==> config.mk <==
export PLATFORM = sky130hd
export DESIGN_NAME = warp_lsu_flat
export DESIGN_NICKNAME = d
export VERILOG_FILES = /design/src/rtl/warp_lsu_pkg.sv /design/src/rtl/warp_lsu_if.sv /design/src/rtl/warp_lsu_next_thread.sv /design/src/rtl/warp_lsu.sv /design/src/flat_wrapper.sv
export SDC_FILE = /design/constraint.sdc
export NUM_CORES = 1
export LEC_CHECK = 0
export CAP_MARGIN = 20
export CORE_MARGIN = 5
export CORE_UTILIZATION = 35
export CTS_CLUSTER_DIAMETER = 50
export CTS_CLUSTER_SIZE = 16
export DETAILED_ROUTE_END_ITERATION = 10
export PLACE_DENSITY = 0.69
export SYNTH_ARGS = -nofsm -noshare
export SYNTH_HDL_FRONTEND = slang
export SYNTH_SLANG_ARGS = --single-unit
==> constraint.sdc <==
create_clock -name clk -period 2.7 [get_ports clk]
set_clock_uncertainty 0.2 [all_clocks]
set_input_delay 0.405 -clock clk [delete_from_list [all_inputs] [get_ports clk]]
set_output_delay 0.405 -clock clk [all_outputs]
set_load 0.02 [all_outputs]
==> src/rtl/warp_lsu_pkg.sv <==
// -----------------------------------------------------------------------------
// warp_lsu_pkg
// Shared types for the per-warp load/store unit:
//   data_t       - 32-bit machine word (addresses, store data, load results)
//   warp_state_t - warp pipeline phase as seen by the LSU
//   lsu_state_t  - LSU sequencer states
// -----------------------------------------------------------------------------
package warp_lsu_pkg;

  typedef logic [31:0] data_t;

  typedef enum logic [2:0] {
    WARP_IDLE    = 3'd0,
    WARP_FETCH   = 3'd1,
    WARP_DECODE  = 3'd2,
    WARP_REQUEST = 3'd3,
    WARP_WAIT    = 3'd4,
    WARP_EXECUTE = 3'd5,
    WARP_UPDATE  = 3'd6,
    WARP_DONE    = 3'd7
  } warp_state_t;

  typedef enum logic [1:0] {
    IDLE     = 2'd0,
    ISSUE    = 2'd1,
    WAIT_RSP = 2'd2,
    DONE     = 2'd3
  } lsu_state_t;

endpackage

==> src/rtl/warp_lsu_if.sv <==
// -----------------------------------------------------------------------------
// warp_lsu_if
// Data-memory port between one warp LSU and the data-memory arbiter.
//   mem_req_valid/ready  - request handshake (LSU -> memory)
//   mem_req_we           - 1 = store, 0 = load
//   mem_req_addr/wdata   - byte address and store data
//   mem_rsp_valid/data   - load data or write ack (memory -> LSU), no ready
// Modports: master = LSU side, slave = memory side.
// -----------------------------------------------------------------------------
interface warp_lsu_if;
  import warp_lsu_pkg::*;

  logic  mem_req_valid;
  logic  mem_req_ready;
  logic  mem_req_we;
  data_t mem_req_addr;
  data_t mem_req_wdata;
  logic  mem_rsp_valid;
  data_t mem_rsp_data;

  modport master (
    output mem_req_valid, mem_req_we, mem_req_addr, mem_req_wdata,
    input  mem_req_ready, mem_rsp_valid, mem_rsp_data
  );

  modport slave (
    input  mem_req_valid, mem_req_we, mem_req_addr, mem_req_wdata,
    output mem_req_ready, mem_rsp_valid, mem_rsp_data
  );
endinterface

==> src/rtl/warp_lsu_next_thread.sv <==
// -----------------------------------------------------------------------------
// lsu_next_thread
// Combinational find-first-set over a thread mask.
//   i_mask      - thread mask to search
//   i_idx       - current thread index; search starts strictly above it
//   i_from_zero - search from bit 0 inclusive (first pick of an operation)
//   o_found     - a qualifying set bit exists
//   o_next_idx  - lowest qualifying set bit (0 when none)
// -----------------------------------------------------------------------------
module lsu_next_thread #(
  parameter int N     = 4,
  parameter int IDX_W = 2
) (
  input  logic [N-1:0]     i_mask,
  input  logic [IDX_W-1:0] i_idx,
  input  logic             i_from_zero,
  output logic             o_found,
  output logic [IDX_W-1:0] o_next_idx
);

  // Scan from the top down so the lowest qualifying lane is the last
  // assignment and therefore wins.
  always_comb begin
    o_found    = 1'b0;
    o_next_idx = '0;
    for (int t = N - 1; t >= 0; t--) begin
      if (i_mask[t] && (i_from_zero || (t > int'(i_idx)))) begin
        o_found    = 1'b1;
        o_next_idx = IDX_W'(t);
      end
    end
  end

endmodule

==> src/rtl/warp_lsu.sv <==
// -----------------------------------------------------------------------------
// warp_lsu
// Per-warp load/store unit. Captures per-thread operands when the warp
// enters WARP_WAIT with a memory instruction, then issues one memory access
// per enabled thread (lowest lane first) over a single valid/ready port,
// one request outstanding at a time. Load data lands in lsu_out for the
// register-file write-back in WARP_UPDATE.
// Ports:
//   clk, reset     - clock, asynchronous active-low reset
//   warp_state     - current warp phase
//   warp_enable    - warp selected this cycle (gates start only)
//   thread_enable  - execution mask
//   DMemEN         - instruction is a memory access
//   MemWrite       - 1 = store, 0 = load
//   imm            - sign-extended address offset
//   rs1, rs2       - per-thread base address / store data
//   lsu_out        - per-thread load results
//   lsu_done       - all enabled accesses complete
//   mem            - data-memory port (master side)
// -----------------------------------------------------------------------------
module warp_lsu
  import warp_lsu_pkg::*;
#(
  parameter int THREADS_PER_WARP = 4,
  parameter int IDX_W = (THREADS_PER_WARP > 1) ? $clog2(THREADS_PER_WARP) : 1
) (
  input  logic                         clk,
  input  logic                         reset,
  input  warp_state_t                  warp_state,
  input  logic                         warp_enable,
  input  logic [THREADS_PER_WARP-1:0]  thread_enable,
  input  logic                         DMemEN,
  input  logic                         MemWrite,
  input  data_t                        imm,
  input  data_t [THREADS_PER_WARP-1:0] rs1,
  input  data_t [THREADS_PER_WARP-1:0] rs2,
  output data_t [THREADS_PER_WARP-1:0] lsu_out,
  output logic                         lsu_done,
  warp_lsu_if.master                   mem
);

  lsu_state_t                   r_state;
  lsu_state_t                   w_next_state;
  data_t [THREADS_PER_WARP-1:0] r_addr_buf;
  data_t [THREADS_PER_WARP-1:0] r_data_buf;
  data_t [THREADS_PER_WARP-1:0] r_lsu_out;
  logic  [THREADS_PER_WARP-1:0] r_mask;
  logic                         r_we;
  logic  [IDX_W-1:0]            r_idx;

  logic                         w_start;
  logic                         w_in_idle;
  logic  [THREADS_PER_WARP-1:0] w_search_mask;
  logic                         w_found;
  logic  [IDX_W-1:0]            w_next_idx;
  logic                         w_rsp_fire;

  assign w_in_idle  = (r_state == IDLE);
  assign w_start    = w_in_idle && warp_enable && (warp_state == WARP_WAIT) && DMemEN;
  assign w_rsp_fire = (r_state == WAIT_RSP) && mem.mem_rsp_valid;

  // In IDLE the mask has not been latched yet, so the first pick looks at the
  // live execution mask; afterwards the search advances over the latched copy.
  assign w_search_mask = w_in_idle ? thread_enable : r_mask;

  lsu_next_thread #(
    .N     (THREADS_PER_WARP),
    .IDX_W (IDX_W)
  ) u_next_thread (
    .i_mask      (w_search_mask),
    .i_idx       (r_idx),
    .i_from_zero (w_in_idle),
    .o_found     (w_found),
    .o_next_idx  (w_next_idx)
  );

  always_ff @(posedge clk or negedge reset) begin
    if (!reset) r_state <= IDLE;
    else        r_state <= w_next_state;
  end

  // An all-zero mask skips straight to DONE so the warp still sees a
  // completion without any memory traffic.
  always_comb begin
    w_next_state = r_state;
    unique case (r_state)
      IDLE:     if (w_start) w_next_state = w_found ? ISSUE : DONE;
      ISSUE:    if (mem.mem_req_ready) w_next_state = WAIT_RSP;
      WAIT_RSP: if (mem.mem_rsp_valid) w_next_state = w_found ? ISSUE : DONE;
      DONE:     if (warp_state == WARP_UPDATE) w_next_state = IDLE;
      default:  w_next_state = IDLE;
    endcase
  end

  // Request fields are driven straight from the latched buffers, so they stay
  // stable under backpressure regardless of what the warp inputs do.
  always_comb begin
    mem.mem_req_valid = 1'b0;
    mem.mem_req_we    = 1'b0;
    mem.mem_req_addr  = '0;
    mem.mem_req_wdata = '0;
    lsu_done          = 1'b0;
    unique case (r_state)
      ISSUE: begin
        mem.mem_req_valid = 1'b1;
        mem.mem_req_we    = r_we;
        mem.mem_req_addr  = r_addr_buf[r_idx];
        mem.mem_req_wdata = r_data_buf[r_idx];
      end
      DONE:    lsu_done = 1'b1;
      default: ;
    endcase
  end

  // Operand capture on start, load write-back and lane advance on response.
  // Stores and disabled lanes leave lsu_out untouched.
  always_ff @(posedge clk or negedge reset) begin
    if (!reset) begin
      r_addr_buf <= '0;
      r_data_buf <= '0;
      r_lsu_out  <= '0;
      r_mask     <= '0;
      r_we       <= 1'b0;
      r_idx      <= '0;
    end else begin
      if (w_start) begin
        for (int t = 0; t < THREADS_PER_WARP; t++) begin
          r_addr_buf[t] <= rs1[t] + imm;
          r_data_buf[t] <= rs2[t];
        end
        r_mask <= thread_enable;
        r_we   <= MemWrite;
        r_idx  <= w_next_idx;
      end
      if (w_rsp_fire) begin
        if (!r_we) r_lsu_out[r_idx] <= mem.mem_rsp_data;
        if (w_found) r_idx <= w_next_idx;
      end
    end
  end

  assign lsu_out = r_lsu_out;

endmodule

==> src/flat_wrapper.sv <==
// flat-port wrapper written by rule: the top's interface ports become plain ports
module warp_lsu_flat import warp_lsu_pkg::*;
#(
  parameter int THREADS_PER_WARP = 4,
  parameter int IDX_W = (THREADS_PER_WARP > 1) ? $clog2(THREADS_PER_WARP) : 1
)
  (clk, reset, warp_state, warp_enable, thread_enable, DMemEN, MemWrite, imm, rs1, rs2, lsu_out, lsu_done, mem_mem_req_valid, mem_mem_req_we, mem_mem_req_addr, mem_mem_req_wdata, mem_mem_req_ready, mem_mem_rsp_valid, mem_mem_rsp_data);
  warp_lsu_if mem_i ();
  input  logic clk;
  input  logic reset;
  input  warp_state_t warp_state;
  input  logic warp_enable;
  input  logic [THREADS_PER_WARP-1:0] thread_enable;
  input  logic DMemEN;
  input  logic MemWrite;
  input  data_t imm;
  input  data_t [THREADS_PER_WARP-1:0] rs1;
  input  data_t [THREADS_PER_WARP-1:0] rs2;
  output data_t [THREADS_PER_WARP-1:0] lsu_out;
  output logic lsu_done;
  output wire logic [$bits(mem_i.mem_req_valid)-1:0] mem_mem_req_valid;
  output wire logic [$bits(mem_i.mem_req_we)-1:0] mem_mem_req_we;
  output wire logic [$bits(mem_i.mem_req_addr)-1:0] mem_mem_req_addr;
  output wire logic [$bits(mem_i.mem_req_wdata)-1:0] mem_mem_req_wdata;
  input wire logic [$bits(mem_i.mem_req_ready)-1:0] mem_mem_req_ready;
  input wire logic [$bits(mem_i.mem_rsp_valid)-1:0] mem_mem_rsp_valid;
  input wire logic [$bits(mem_i.mem_rsp_data)-1:0] mem_mem_rsp_data;
  assign mem_mem_req_valid = mem_i.mem_req_valid;
  assign mem_mem_req_we = mem_i.mem_req_we;
  assign mem_mem_req_addr = mem_i.mem_req_addr;
  assign mem_mem_req_wdata = mem_i.mem_req_wdata;
  assign mem_i.mem_req_ready = mem_mem_req_ready;
  assign mem_i.mem_rsp_valid = mem_mem_rsp_valid;
  assign mem_i.mem_rsp_data = mem_mem_rsp_data;
  warp_lsu #(.THREADS_PER_WARP(THREADS_PER_WARP), .IDX_W(IDX_W)) u_core (.clk(clk), .reset(reset), .warp_state(warp_state), .warp_enable(warp_enable), .thread_enable(thread_enable), .DMemEN(DMemEN), .MemWrite(MemWrite), .imm(imm), .rs1(rs1), .rs2(rs2), .lsu_out(lsu_out), .lsu_done(lsu_done), .mem(mem_i));
endmodule
==> impl_metrics.tcl, run 1 <==
set metrics [dict create \
    synth_cells 2309 \
    grt_pass1_wl_mm 127 \
    r2r_start "u_core.r_state[1]" \
    crit_start "u_core.r_idx[0]" \
    area_growth_pct 53.4 \
    cp_slowest_cell "mux4_2" \
    synth_top_area_frac 0.433 \
    rsz0062_at_grt "true" \
    io_buffers 528 \
    r2r_cells 7 \
    first_global_vias 22100 \
    die_y_um 264 \
    fin_util 0.541 \
    violations "negative hold slack, negative setup slack" \
    wl_per_cell_um 20.6 \
    antenna_found_initial 8 \
    r2r_end "u_core.r_idx[0]" \
    async_flop_share 1.00 \
    rows 93 \
    pin_count 529 \
    crit_type "register to output port" \
    yosysTopAreaCell "dfrtp_1" \
    r2r_slack_ns 0.33 \
    seq_area_frac_synth 0.433 \
    numCtsBuffers 44 \
    track_usage 0.228 \
    p_leak_nw 16.5 \
    fillers 5516 \
    drive_above_1_share 0.292 \
    cts_root_buf "clkbuf_16" \
    ir_worst_vdd_mv 0.423 \
    clk_path_buf_depth 3 \
    vias_per_cell 5.20 \
    placed_area_um2 32000 \
    grt_max_degree 84 \
    start_kind "register" \
    max_freq_ghz 0.344 \
    layout_commonest_cell "nand2_1" \
    whs_ns -0.00331 \
    dieWidth_um 264 \
    endpoint "mem_mem_req_addr[23]" \
    critPathMostFrequentCell "buf_6" \
    crit_chain "buf_12, buf_16, buf_6, mux4_2, and2_4, buf_6" \
    crit_fanout 8 \
    cts_tree "done" \
    required_ns 2.10 \
    setup_viol 68 \
    ys_seq_elements 392 \
    overflow 0 \
    wl_mm 84.4 \
    ys_top_cells_by_area "dfrtp_1, nand2_1, ha_1" \
    syn_avg_cell_area_um2 9.81 \
    min_period_ns 2.90 \
    synth_edf_count 0 \
    placedCellCount 3972 \
    syn_nets 2771 \
    clk_pin_slew_ns 0.07 \
    fin_nets 3667 \
    mostFrequentLayoutCells "nand2_1, clkdlybuf4s50_1, dfrtp_1" \
    cp-end-kind "output port" \
    ys.flop_type "dfrtp_1" \
    worst_slew_pin_slew_ns 0.648 \
    dieArea_um2 69900 \
    final_antenna_net_count 0 \
    cts_htree_levels 2 \
    drc 0 \
    hold_class "primary input to register" \
    tns_ns -8.23 \
    min_period_over_period 1.08 \
    yosysWarnings 0 \
    dr.pass1.iters 5 \
    core_area_um2 64200 \
    drt_iter0_markers 1563 \
    synth_area_um2 22600 \
    finalNonFillerCells 4093 \
    synth_cell_types 72 \
    gp_congestion 0.966 \
    dp_hpwl_mm 64.9 \
    relSlewSlack 0.568 \
    worstSkewPairLatency_ns 0.57 \
    cpPeakStageDelay_ns 0.53 \
    drv_cap 0 \
    final_area_um2 34700 \
    power_density_nw_per_um2 838 \
    outcome "complete, but fails checks" \
    cts.sinks 392 \
    worst_slack_ns -0.204 \
    hold_viol 1 \
    start_util 0.353 \
    vias 21300 \
    critPathArrivalTime_ns 2.30 \
    slew_violations 0 \
]
-- registers in the layout, indices dropped and copies added (netlist names) --
| name | count |
|---|---|
| u_core.r_idx | 2 |
| u_core.r_we | 1 |
| u_core.r_mask | 3 |
| u_core.r_state | 2 |
| u_core.lsu_out | 128 |
| u_core.r_data_buf | 128 |
| u_core.r_addr_buf | 128 |
-- per-stage QoR --
stage	hold WS [ns]	power (mW)	setup slack, ns
4_1_cts	0.0355	29.0	-0.306
5_1_grt	0.00240	30.7	-0.269
3_5_place_dp	0.241	22.2	-1.12
2_1_floorplan	-0.0906	16.3	-0.158
6_report	-0.00331	29.1	-0.204
3_3_place_gp	0.234	21.8	-1.09
-- kinds of logic after synthesis --
logic type                 synth area share
and+or+nand+nor                       0.167
muxes                                 0.130
AOI/OAI and AO/OA                     0.130
buffers and inverters                0.0238
adders and majority gates            0.0721
DFF                                   0.433
xor gates and xnor gates             0.0429
-- critical path, delay by kind of cell (launching register included) --
kind / cells / cell delay [ns]
buffers and inverters: 4 / 0.56
muxes: 1 / 0.53
DFF: 1 / 0.44
and+or+nand+nor: 1 / 0.17
-- repair_timing --
item / in CTS / in global routing
gates resized for setup: 476 / 143
pin swaps: 77 / 78
hold buffers: 2 / 2
buffers inserted: 25 / 16
gates cloned: 2 / 1
endpoints found under the setup margin: 140 / 112
endpoints found under the hold margin: 59 / 2
-- synth_stat cells (7+ instances only) --
master	number
a211oi_1	11
a21o_1	75
a21oi_1	103
a31oi_1	14
and2_1	72
and3_1	10
buf_1	11
buf_2	7
clkbuf_1	95
dfrtp_1	392
ha_1	124
inv_1	28
mux2_2	132
mux4_2	64
nand2_1	611
nand2b_1	8
nand3_1	22
nand4_1	22
nor2_1	51
nor2b_1	14
nor3_1	18
nor4_1	7
o211ai_1	7
o21a_1	9
o21ai_0	152
o21ai_1	11
o21bai_1	21
o31ai_1	10
xnor2_1	64
xor2_1	47
-- final cells by class --
class	instances	area [um^2]	area share
clock buffer	52	1160	0.0334
tap	855	1070	0.0308
inverter	28	105	0.00303
timing repair buffer	963	9050	0.261
clock inverter	24	262	0.00753
antenna	3	7.51	0.000216
multi-input combinational	1776	13300	0.382
sequential	392	9820	0.283
-- worst min path at each step --
stage                       from                    end  slack, ns  cells after the start
final                     imm[0]   u_core.r_addr_buf[0]     -0.003                      4
after global routing      imm[0]   u_core.r_addr_buf[0]      0.002                      4
after CTS                 imm[0]  u_core.r_addr_buf[96]       0.04                      5
after detailed placement   reset  u_core.r_data_buf[43]       0.24                      1
after global placement     reset  u_core.r_data_buf[43]       0.23                      1
after floorplan            reset      u_core.lsu_out[0]      -0.09                      0
-- per-layer routing --
metal  track usage  part of all wire  up-vias
li1              -                 -     9906
met1         0.282              0.40    10500
met3        0.0448             0.064      170
met5             0           0.00085        -
met2         0.399              0.50      746
met4        0.0800             0.036       12
-- report_power, final --
part	leakage, nW	switching (mW)	internal (mW)
clock network	0.702	2.64	3.36
registers	5.03	1.56	8.46
logic	10.8	6.17	6.91
(Power assumes the default switching activity.)
==> run 2: changes to the inputs <==
CTS_CLUSTER_SIZE = 24   (was 16)
==> run 2 against run 1 <==
Effect of this change:
- the flow finishes with violations (negative setup slack)
- setup slack got worse by 0.0024 ns
- die area unchanged
- sequential share of layout area fell by 0.15 points
- critical endpoint is now mem_mem_req_addr[21]
- via count hardly changed
- cell count hardly changed
- first-iteration DRC count shrank 6.0%
- clock-buffer cell count fell by 4
==> impl_metrics.tcl, run 2 (synthesis gave the netlist of run 1 again) <==
set metrics [dict create \
    outcome "complete, but fails checks" \
    violations "negative setup slack" \
    final_area_um2 34900 \
    start_util 0.353 \
    fin_nets 3669 \
    first_global_vias 22000 \
    hold_class "primary input to register" \
    rows 93 \
    pin_count 529 \
    multiInputGateArea_um2 13300 \
    placedCellCount 3972 \
    vias_per_cell 5.19 \
    regArea_um2 9820 \
    crit_chain "buf_12, buf_16, buf_6, mux4_2, and2_4, buf_6" \
    relSlewSlack 0.572 \
    setup_viol 70 \
    required_ns 2.10 \
    finalNonFillerCells 4097 \
    dp_hpwl_mm 64.9 \
    pre_cts_ws_ns -1.12 \
    drv_cap 0 \
    overflow 0 \
    drt_iter0_markers 1470 \
    slew_violations 0 \
    mostFrequentLayoutCells "nand2_1, clkdlybuf4s50_1, dfrtp_1" \
    drive_above_1_share 0.296 \
    ir_worst_vdd_mv 0.440 \
    drc 0 \
    worst_slew_pin_slew_ns 0.643 \
    hold_viol 0 \
    die_y_um 264 \
    numCtsBuffers 42 \
    layout_commonest_cell "nand2_1" \
    min_period_ns 2.91 \
    max_freq_ghz 0.344 \
    critPathArrivalTime_ns 2.30 \
    path_buf_inv 4 \
    crit_type "register to output port" \
    p_leak_nw 16.6 \
    cpPeakStageDelay_ns 0.53 \
    fillers 5477 \
    cp_slowest_cell "mux4_2" \
    whs_ns 0.00347 \
    cts_tree "done" \
    grt_pass1_wl_mm 127 \
    rsz0062_at_grt "true" \
    start_kind "register" \
    area_growth_pct 54.2 \
    cp-end-kind "output port" \
    cts.sinks 392 \
    critical_path.top_delay_family "buffers and inverters" \
    cts_htree_levels 2 \
    antenna_found_initial 8 \
    clk_pin_slew_ns 0.07 \
    fin_util 0.544 \
    io_buffers 528 \
    critPathMostFrequentCell "buf_6" \
    cts_root_buf "clkbuf_16" \
    wl_per_cell_um 20.6 \
    placed_area_um2 32000 \
    grt_max_degree 84 \
    power_density_nw_per_um2 840 \
    final_antenna_net_count 0 \
    core_area_um2 64200 \
    track_usage 0.228 \
    vias 21300 \
    min_period_over_period 1.08 \
    dieWidth_um 264 \
    worstSkewPairLatency_ns 0.57 \
    wl_mm 84.5 \
    gp_congestion 0.966 \
    worst_slack_ns -0.206 \
    clk_path_buf_depth 3 \
    crit_fanout 8 \
    dieArea_um2 69900 \
    dr.pass1.iters 5 \
]
-- run 2: cell types whose count changed in the layout (fill, tap and decap cells not counted), moves of 3 or more --
cell / previous run / this run
a21oi_1: 89 / 85
buf_6: 58 / 61
dlymetal6s2s_1: 15 / 18
ha_4: 27 / 31
o21ai_1: 28 / 25
inv_6: 10 / 7
inv_12: 1 / 6
a21oi_2: 13 / 17
clkdlybuf4s50_1: 416 / 413
ha_1: 94 / 90
-- run 2: tightest hold or removal path: cells and delay by family --
family        cells  cell delay [ns]
simple gates      2             0.10
buf+inv           1             0.10
fa+ha+maj         1             0.13
-- run 2: final timing paths --
kind	cells after the start	startpoint	slack, ns	end
hold reg to reg	2	u_core.r_addr_buf[77]	0.27	u_core.r_addr_buf[77]
hold / removal	4	imm[0]	0.003	u_core.r_addr_buf[0]
setup / recovery	6	u_core.r_idx[0]	-0.21	mem_mem_req_addr[21]
setup reg to reg	7	u_core.r_state[1]	0.33	u_core.r_idx[0]
min in group asynchronous	2	reset	0.21	u_core.r_data_buf[9]
max in group asynchronous	3	reset	1.30	u_core.lsu_out[26]
-- run 2: where the power goes --
part / internal (mW) / total, mW / switching, mW
Sequential: 8.45 / 10.0 / 1.56
Clock: 3.37 / 6.19 / 2.82
Combinational: 6.95 / 13.1 / 6.20
Total: 18.8 / 29.3 / 10.6
-- run 2: area by class of cell --
cell class | instances | area share
sequential | 392 | 0.281
clock inverter | 29 | 0.0106
multi-input combinational | 1776 | 0.382
timing repair buffer | 967 | 0.261
tap | 855 | 0.0306
inverter | 28 | 0.00301
clock buffer | 48 | 0.0319
antenna | 2 | 0.000143
-- run 2: what timing repair did --
action,CTS,global route
hold endpoints to repair,59,2
pin swaps,79,88
gates resized for setup,476,160
hold buffers,2,2
setup buffers,28,17
cloned,2,1
setup endpoints to repair,141,116
-- run 2: layer usage --
| metal | GRT usage | routed length, um | share of wire |
|---|---|---|---|
| met1 | 0.283 | 33900 | 0.40 |
| met3 | 0.0441 | 5280 | 0.062 |
| met2 | 0.399 | 42200 | 0.50 |
| met5 | 0 | 70 | 0.00083 |
| met4 | 0.0821 | 3120 | 0.037 |
-- run 2: per-stage QoR --
step           total power [mW]  setup TNS, ns
2_1_floorplan              16.3         -0.493
3_3_place_gp               21.8         -71.64
3_5_place_dp               22.2         -75.76
4_1_cts                    29.2         -11.47
5_1_grt                    31.0         -12.90
6_report                   29.3          -8.67
